### config.mk
export PLATFORM = sky130hd
export DESIGN_NAME = gd_frame_sync
export DESIGN_NICKNAME = d
export VERILOG_FILES = /design/src/rtl/gd_frame_sync.sv
export SDC_FILE = /design/constraint.sdc
export NUM_CORES = 2
export LEC_CHECK = 0
export CAP_MARGIN = 20
export CORE_MARGIN = 1
export CORE_UTILIZATION = 45
export CTS_BUF_LIST = sky130_fd_sc_hd__clkbuf_8
export DETAILED_ROUTE_END_ITERATION = 10
export PLACE_DENSITY = 0.66
export SYNTH_ARGS = -nofsm -noshare
export SYNTH_HDL_FRONTEND = slang
export SYNTH_SLANG_ARGS = --single-unit
### constraint.sdc
create_clock -name clk_i -period 5 [get_ports clk_i]
set_clock_uncertainty 0.05 [all_clocks]
set_input_delay 1 -clock clk_i [delete_from_list [all_inputs] [get_ports clk_i]]
set_output_delay 1 -clock clk_i [all_outputs]
set_load 0.03 [all_outputs]
### src/rtl/gd_frame_sync.sv
// Frame-synchronous ping-pong buffer for game data.
//
// The game logic fills a back buffer one word at a time. The filled frame is
// copied to the front buffer only on the first clock of vertical blanking.
// Because of this, the draw pipeline never shows a half-updated frame.
module gd_frame_sync #(
  parameter int WORDS     = 32,
  parameter int WORD_W    = 24,
  parameter int PIX_WIDTH = 12,
  parameter int V_DISP    = 1024
) (
  input  logic                    clk_i,
  input  logic                    rst_n_i,
  input  logic                    pix_de_i,
  input  logic [PIX_WIDTH-1:0]    pix_y_i,
  input  logic                    wr_valid_i,
  input  logic [WORD_W-1:0]       wr_data_i,
  input  logic                    wr_last_i,
  output logic                    wr_ready_o,
  output logic [WORDS*WORD_W-1:0] front_data_o,
  output logic                    swap_o,
  output logic                    late_o,
  output logic                    err_len_o,
  output logic [15:0]             frame_cnt_o
);

  localparam int                   PTR_W     = $clog2(WORDS);
  localparam int                   FW        = WORDS * WORD_W;
  localparam logic [PTR_W-1:0]     LAST_PTR  = PTR_W'(WORDS - 1);
  localparam logic [PIX_WIDTH-1:0] LAST_LINE = PIX_WIDTH'(V_DISP - 1);

  // FILL: accepting words. PENDING: frame complete, waiting for vblank.
  typedef enum logic {
    ST_FILL    = 1'b0,
    ST_PENDING = 1'b1
  } state_t;

  state_t           state_q, state_d;
  logic [PTR_W-1:0] wptr_q, wptr_d;
  logic [FW-1:0]    back_q, back_d;
  logic [FW-1:0]    front_q, front_d;
  logic [15:0]      cnt_q, cnt_d;
  logic             ready_q, ready_d;
  logic             swap_q, swap_d;
  logic             late_q, late_d;
  logic             err_q, err_d;
  logic             de_q;

  logic vblank_start;
  logic xfer;
  logic at_end;
  logic terminal;

  // Vblank begins on the falling edge of DE after the last visible line.
  assign vblank_start = de_q && !pix_de_i && (pix_y_i == LAST_LINE);
  assign xfer         = wr_valid_i && ready_q && (state_q == ST_FILL);
  assign at_end       = (wptr_q == LAST_PTR);
  assign terminal     = wr_last_i || at_end;

  // Next-state logic: fill the back buffer, then publish it at vblank.
  always_comb begin
    state_d = state_q;
    wptr_d  = wptr_q;
    back_d  = back_q;
    front_d = front_q;
    cnt_d   = cnt_q;
    swap_d  = 1'b0;
    late_d  = 1'b0;
    err_d   = 1'b0;
    case (state_q)
      ST_FILL: begin
        if (xfer) begin
          back_d[int'(wptr_q)*WORD_W +: WORD_W] = wr_data_i;
          if (terminal) begin
            // wptr holds here until the swap resets it to zero.
            state_d = ST_PENDING;
            err_d   = wr_last_i ^ at_end;
          end else begin
            wptr_d = wptr_q + 1'b1;
          end
        end
        // A partial frame missed this vblank. A word that completes the frame
        // in the vblank cycle itself does not count as late.
        if (vblank_start && (wptr_q != '0) && !(xfer && terminal)) begin
          late_d = 1'b1;
        end
      end
      ST_PENDING: begin
        if (vblank_start) begin
          front_d = back_q;
          swap_d  = 1'b1;
          cnt_d   = cnt_q + 16'd1;
          wptr_d  = '0;
          state_d = ST_FILL;
        end
      end
    endcase
    ready_d = (state_d == ST_FILL);
  end

  // State and datapath registers. All of them clear at once on reset.
  always_ff @(posedge clk_i or negedge rst_n_i) begin
    if (!rst_n_i) begin
      state_q <= ST_FILL;
      wptr_q  <= '0;
      back_q  <= '0;
      front_q <= '0;
      cnt_q   <= '0;
      ready_q <= 1'b0;
      swap_q  <= 1'b0;
      late_q  <= 1'b0;
      err_q   <= 1'b0;
      de_q    <= 1'b0;
    end else begin
      state_q <= state_d;
      wptr_q  <= wptr_d;
      back_q  <= back_d;
      front_q <= front_d;
      cnt_q   <= cnt_d;
      ready_q <= ready_d;
      swap_q  <= swap_d;
      late_q  <= late_d;
      err_q   <= err_d;
      de_q    <= pix_de_i;
    end
  end

  assign wr_ready_o   = ready_q;
  assign front_data_o = front_q;
  assign swap_o       = swap_q;
  assign late_o       = late_q;
  assign err_len_o    = err_q;
  assign frame_cnt_o  = cnt_q;

endmodule

==> Yosys cells after proc, flatten, opt, wreduce, memory -nomap -nowiden <==
Index checks and enable logic that the tools add are counted.
Widths: inputs -> output; s select.
{ "classes": {"addsub": 3, "n_mul": 1, "eq_ne": 5, "shift": 2, "mux": 16, "bitwise": 3, "reduce_logical": 14} }
{ "op_table": {"columns": ["cell", "count"], "rows": [
  ["$bwmux 768", 1],
  ["$shift 24x33->768 const A", 1],
  ["$shiftx 24x33->768", 1],
  ["$neg 10->33", 1],
  ["$add 16x1->16 const B", 1],
  ["$mux 5", 3],
  ["$eq 12x10->1 const B", 1],
  ["$mux 1", 10],
  ["$pmux 5 s2", 1],
  ["$logic_and 1x1->1", 7],
  ["$mul 5x2->7 const B", 1],
  ["$add 5x1->5 const B", 1],
  ["$eq 5x5->1 const B", 1],
  ["$reduce_bool 5->1", 1],
  ["$ne 2x2->1 const B", 2],
  ["$reduce_and 2->1", 2],
  ["$reduce_and 3->1", 1],
  ["$logic_not 1->1", 2],
  ["$ne 2x1->1 const B", 1],
  ["$not 1->1", 2],
  ["$pmux 1 s2", 1],
  ["$logic_or 1x1->1", 1],
  ["$xor 1x1->1", 1]
]} }
{ "word_totals": {"register_bits": 1563, "in_bits": 41, "out_inout_bits": 788, "wordCells": 54} }

==> Depth between registers and ports, before layout <==
{ "depth": {"ltp_word": 7, "depth_mapped": 20} }

==> Worst setup path after synthesis <==
No wires, ideal clock.
{ "synth_path": {"path_kind": "reg2reg", "from": "register wptr_q[2]", "to": "register back_q[472]", "setup_ns": 0.125, "arrival_ns": 4.665, "required_ns": 4.825, "slack_ns": 0.160, "path_stages_with_launch": 19, "n_path_buf": 5, "synth_period_minus_slack_ns": 4.840, "cell_sequence": "dfrtp_1 -> inv_1 -> clkbuf_1 -> ha_1 -> buf_2 -> a211o_1 -> and3_1 -> o2111ai_1 -> inv_1 -> ha_1 -> clkbuf_1 -> clkinv_1 -> nor2_1 -> a22o_1 -> buf_2 -> nand3b_1 -> clkbuf_1 -> nor2_2 -> mux2_2"} }
{ "synth_between": {"elab_chain_len": 4} }
{ "synth_rtl": {"columns": ["element", "line_no", "text"], "rows": [
  ["start, declared", "39", "logic [PTR_W-1:0] wptr_q, wptr_d;"],
  ["start signal, assigned", "116", "wptr_q <= wptr_d;"],
  ["$mul 5x2->7 (*)", "73", "back_d[int'(wptr_q)*WORD_W +: WORD_W] = wr_data_i;"],
  ["$neg 10->33 (*)", "73", null],
  ["$shiftx 24x33->768 / $shift 24x33->768 (equally long branches)", "73", null],
  ["$bwmux 768 (*)", "73", null],
  ["end signal, assigned", "117", "back_q <= back_d;"],
  ["end, declared", "40", "logic [FW-1:0] back_q, back_d;"]
]} }
Mark *: on every way between the ends. The rest lies on a longest branch, timed or not.
A chain may end at the register's enable or synchronous reset.

==> Worst setup path after layout <==
{ "layout_path": {"from": "register wptr_q[1]", "to": "register back_q[316]"} }
Same word-level chain as after synthesis.

==> metrics <==
Post-DRT Antenna Nets 0; Remaining DRCs 0; number of sinks handled by clock tree synthesis ~1,600; Max-cap violations 0; RSZ-0062 raised after global routing true; most common flop cell mapped by yosys sky130_fd_sc_hd__dfrtp_1; TritonCTS clock tree built; setup bufs post-CTS 0; power per cell area about 490 mW/mm^2; maximum fanout encountered on the critical timing path 8; number of vias per cell around 5.5; stage delay of the slowest cell on the critical path roughly 810 ps; clock slew at reported path FFs roughly 60 ps; YS warnings 0; die width 374 um; setup slack after layout 124 ps; synthesized flop and latch total 1,563; first-pass GRT wire length roughly 330,000 um; final hold violations 0; CP required 5820 ps; overall die area ~0.14 mm^2; Setup Crit Path Kind reg -> reg; number of standard cells after synthesis roughly 6,100; Cell Rows roughly 140; Slew HR around 18%; layout-stage area growth over the synthesis result 26.3%; Avg Inst Size Synth 10.2 um^2; maximum number of buffers from clock root to sink 4; final worst-path cycle share 97.5%; setup-violating endpoint count in the final report 0; number of nets in the layout 7,124; number of port buffers just over 800; H-Tree Depth 5; pin count of the biggest net entering global routing ~230; leakage power figure about 40 nW; crit-path most repeated cell sky130_fd_sc_hd__ha_1; utilization after layout a little under three fifths; number of library cell types mapped by synthesis 73; most frequent standard cell in the layout excluding fill and tap cells sky130_fd_sc_hd__nand2_1; final WL around 220,000 um; layout cells sized above 1 14.8%; number of top-level pins just over 800; cell chosen for the clock root sky130_fd_sc_hd__clkbuf_8; ordered list of cells on the worst path ha_1 > fa_1 > a211o_1 > and3_1 > o2111ai_1 > inv_1 > ha_1 > or4_1 > o22ai_4 > nand3_1 > nor2b_1 > mux2_2; most frequent cells in the layout 2,672 x sky130_fd_sc_hd__nand2_1, 1,562 x sky130_fd_sc_hd__dfrtp_1, 827 x sky130_fd_sc_hd__clkdlybuf4s50_1; CP endpoint kind register; kind of cell with the highest combined delay on the critical path simple AND/OR/NAND/NOR gates; routed vias 49,300; Worst Path Buf+Inv 1; Worst Setup Slack post-DPL 97.5 ps; Worst Path Arrival roughly 5700 ps; die height 374 um; HPWL Detailed ~150,000 um; Max Fclk 0.205 GHz; DRT Pass-1 Iters 8; aggregate global routing overflow 0; core area ~0.14 mm^2; number of antenna violations at the first check in global routing 27; max-slew violations 0; average wire per standard cell ~25 um; number of nets produced by synthesis between 6,000 and 7,000; hold crit path type reg -> reg; overall global routing resource usage a little under a third; peak supply drop between 0.0005 and 0.0006 V; Slew @ Worst Pin 1230 ps; outcome complete, no violations; clk_lat worst skew 1010 ps; synthesized area roughly 0.062 mm^2; number of enable flip-flop cells after synthesis 0; slowest stage cell on the critical path sky130_fd_sc_hd__nor2b_1; Starting Density 45.4%; post-synthesis sequential area ratio between 60% and 70%; Post-synth ARST share between 90% and 100%; Final min period just under 5000 ps; TritonCTS buffer count 277; startpoint class of the critical path register; gpl congestion ~0.95; via count of the first global-routing pass slightly below 50,000; Detailed Route Iter0 Violations between 4,000 and 5,000
-- registers in the layout, indices dropped and copies added, names as in the netlist, 5 cells and up --
name and cells:
frame_cnt_o 16, wptr_q 5, front_data_o 768, back_q 768
-- cells by family (layout without fill, tap and decap cells) --
| family | Yosys count | after routing | share of synthesized area [%] |
|---|---|---|---|
| fa+ha+maj | 13 | 13 | 0.273 |
| xor+xnor | 22 | 22 | 0.331 |
| mux | 474 | 474 | 8.49 |
| buf+inv | 397 | 1521 | 2.43 |
| flops | 1563 | 1563 | 62.7 |
| simple gates | 3007 | 3007 | 18.9 |
| compound gates | 633 | 633 | 6.85 |
| other cells | 0 | 9 | 0 |
-- area by class of cell --
type	instances	area, um^2
Timing Repair Buffer	1039	10300
Inverter	40	158
Fill cell	11800	58700
Clock inverter	109	497
Antenna cell	9	22.5
Clock buffer	333	4580
Sequential cell	1563	39100
Tap cell	1794	2240
Multi-Input combinational cell	4149	21900
-- per-layer routing --
metal  global-route usage (%)  vias to the layer above  part of all wire (%)
met3                     8.62                      525                   8.4
li1                         -                    22000                     -
met2                     48.0                     2035                    45
met1                     41.6                    24700                    41
met5                        0                        -                 0.040
met4                     15.9                       14                   5.3
-- final timing paths --
check	start	end	slack, ps	cells after the start
max	wptr_q[1]	back_q[316]	120	12
min	back_q[470]	front_data_o[470]	370	2
max reg2reg	wptr_q[1]	back_q[316]	120	12
min reg2reg	back_q[470]	front_data_o[470]	370	2
max in group asynchronous	rst_n_i	front_data_o[88]	2870	3
min in group asynchronous	rst_n_i	front_data_o[589]	590	2
-- tightest hold or removal path: stages, from the launching register on --
cell and delay (ps):
sky130_fd_sc_hd__dfrtp_1 340, sky130_fd_sc_hd__nand2_1 50, sky130_fd_sc_hd__nand2_1 50
-- Yosys cell counts (9+ instances only) --
library cell / number / share of area, %
sky130_fd_sc_hd__nand2_1: 2675 / 16
sky130_fd_sc_hd__dfrtp_1: 1563 / 63
sky130_fd_sc_hd__mux2_2: 439 / 7.9
sky130_fd_sc_hd__clkbuf_1: 323 / 1.9
sky130_fd_sc_hd__o21ai_0: 204 / 1.6
sky130_fd_sc_hd__o31ai_1: 150 / 1.8
sky130_fd_sc_hd__nor2_1: 124 / 0.75
sky130_fd_sc_hd__a21oi_1: 64 / 0.51
sky130_fd_sc_hd__nand3_1: 62 / 0.50
sky130_fd_sc_hd__a22oi_1: 57 / 0.69
sky130_fd_sc_hd__a22o_1: 55 / 0.77
sky130_fd_sc_hd__inv_1: 38 / 0.23
sky130_fd_sc_hd__mux2i_1: 33 / 0.53
sky130_fd_sc_hd__nor3_1: 28 / 0.22
sky130_fd_sc_hd__buf_2: 21 / 0.17
sky130_fd_sc_hd__xnor2_1: 18 / 0.25
sky130_fd_sc_hd__a32o_1: 16 / 0.26
sky130_fd_sc_hd__nor2b_1: 16 / 0.16
sky130_fd_sc_hd__and2_1: 13 / 0.13
sky130_fd_sc_hd__and3_1: 13 / 0.13
sky130_fd_sc_hd__ha_1: 12 / 0.24
sky130_fd_sc_hd__buf_1: 11 / 0.066
sky130_fd_sc_hd__nand4_1: 11 / 0.11
sky130_fd_sc_hd__nor2_2: 11 / 0.11
sky130_fd_sc_hd__o211ai_1: 10 / 0.12
sky130_fd_sc_hd__a21o_1: 9 / 0.11
sky130_fd_sc_hd__nand4b_1: 9 / 0.13
-- per-stage QoR --
stage          hold slack [ps]  cell area [um^2]  setup TNS [ps]  instances  total power [mW]
6_report                   370             78800               0       9036              38.8
5_1_grt                    382             78800           -15.4       9031              40.1
4_1_cts                    341             78700               0       9022              38.7
3_5_place_dp               398             73600               0       8579              27.5
3_3_place_gp               393             73600               0       8575              27.4
2_1_floorplan              382             62400               0       6109              20.3
-- repair_timing --
item,CTS,global route
setup endpoints to repair,0,109
hold endpoints to repair,67,0
hold buffers,1,0
resized for setup,0,3
-- report_power, final --
part / switching (mW) / internal [mW] / leakage (nW) / total, mW
clock network: 5.13 / 6.06 / 2.95 / 11.2
logic: 10.4 / 3.36 / 15.2 / 13.8
registers: 0.442 / 13.4 / 21.7 / 13.9
Note: power is estimated with default switching activity, not from simulation.
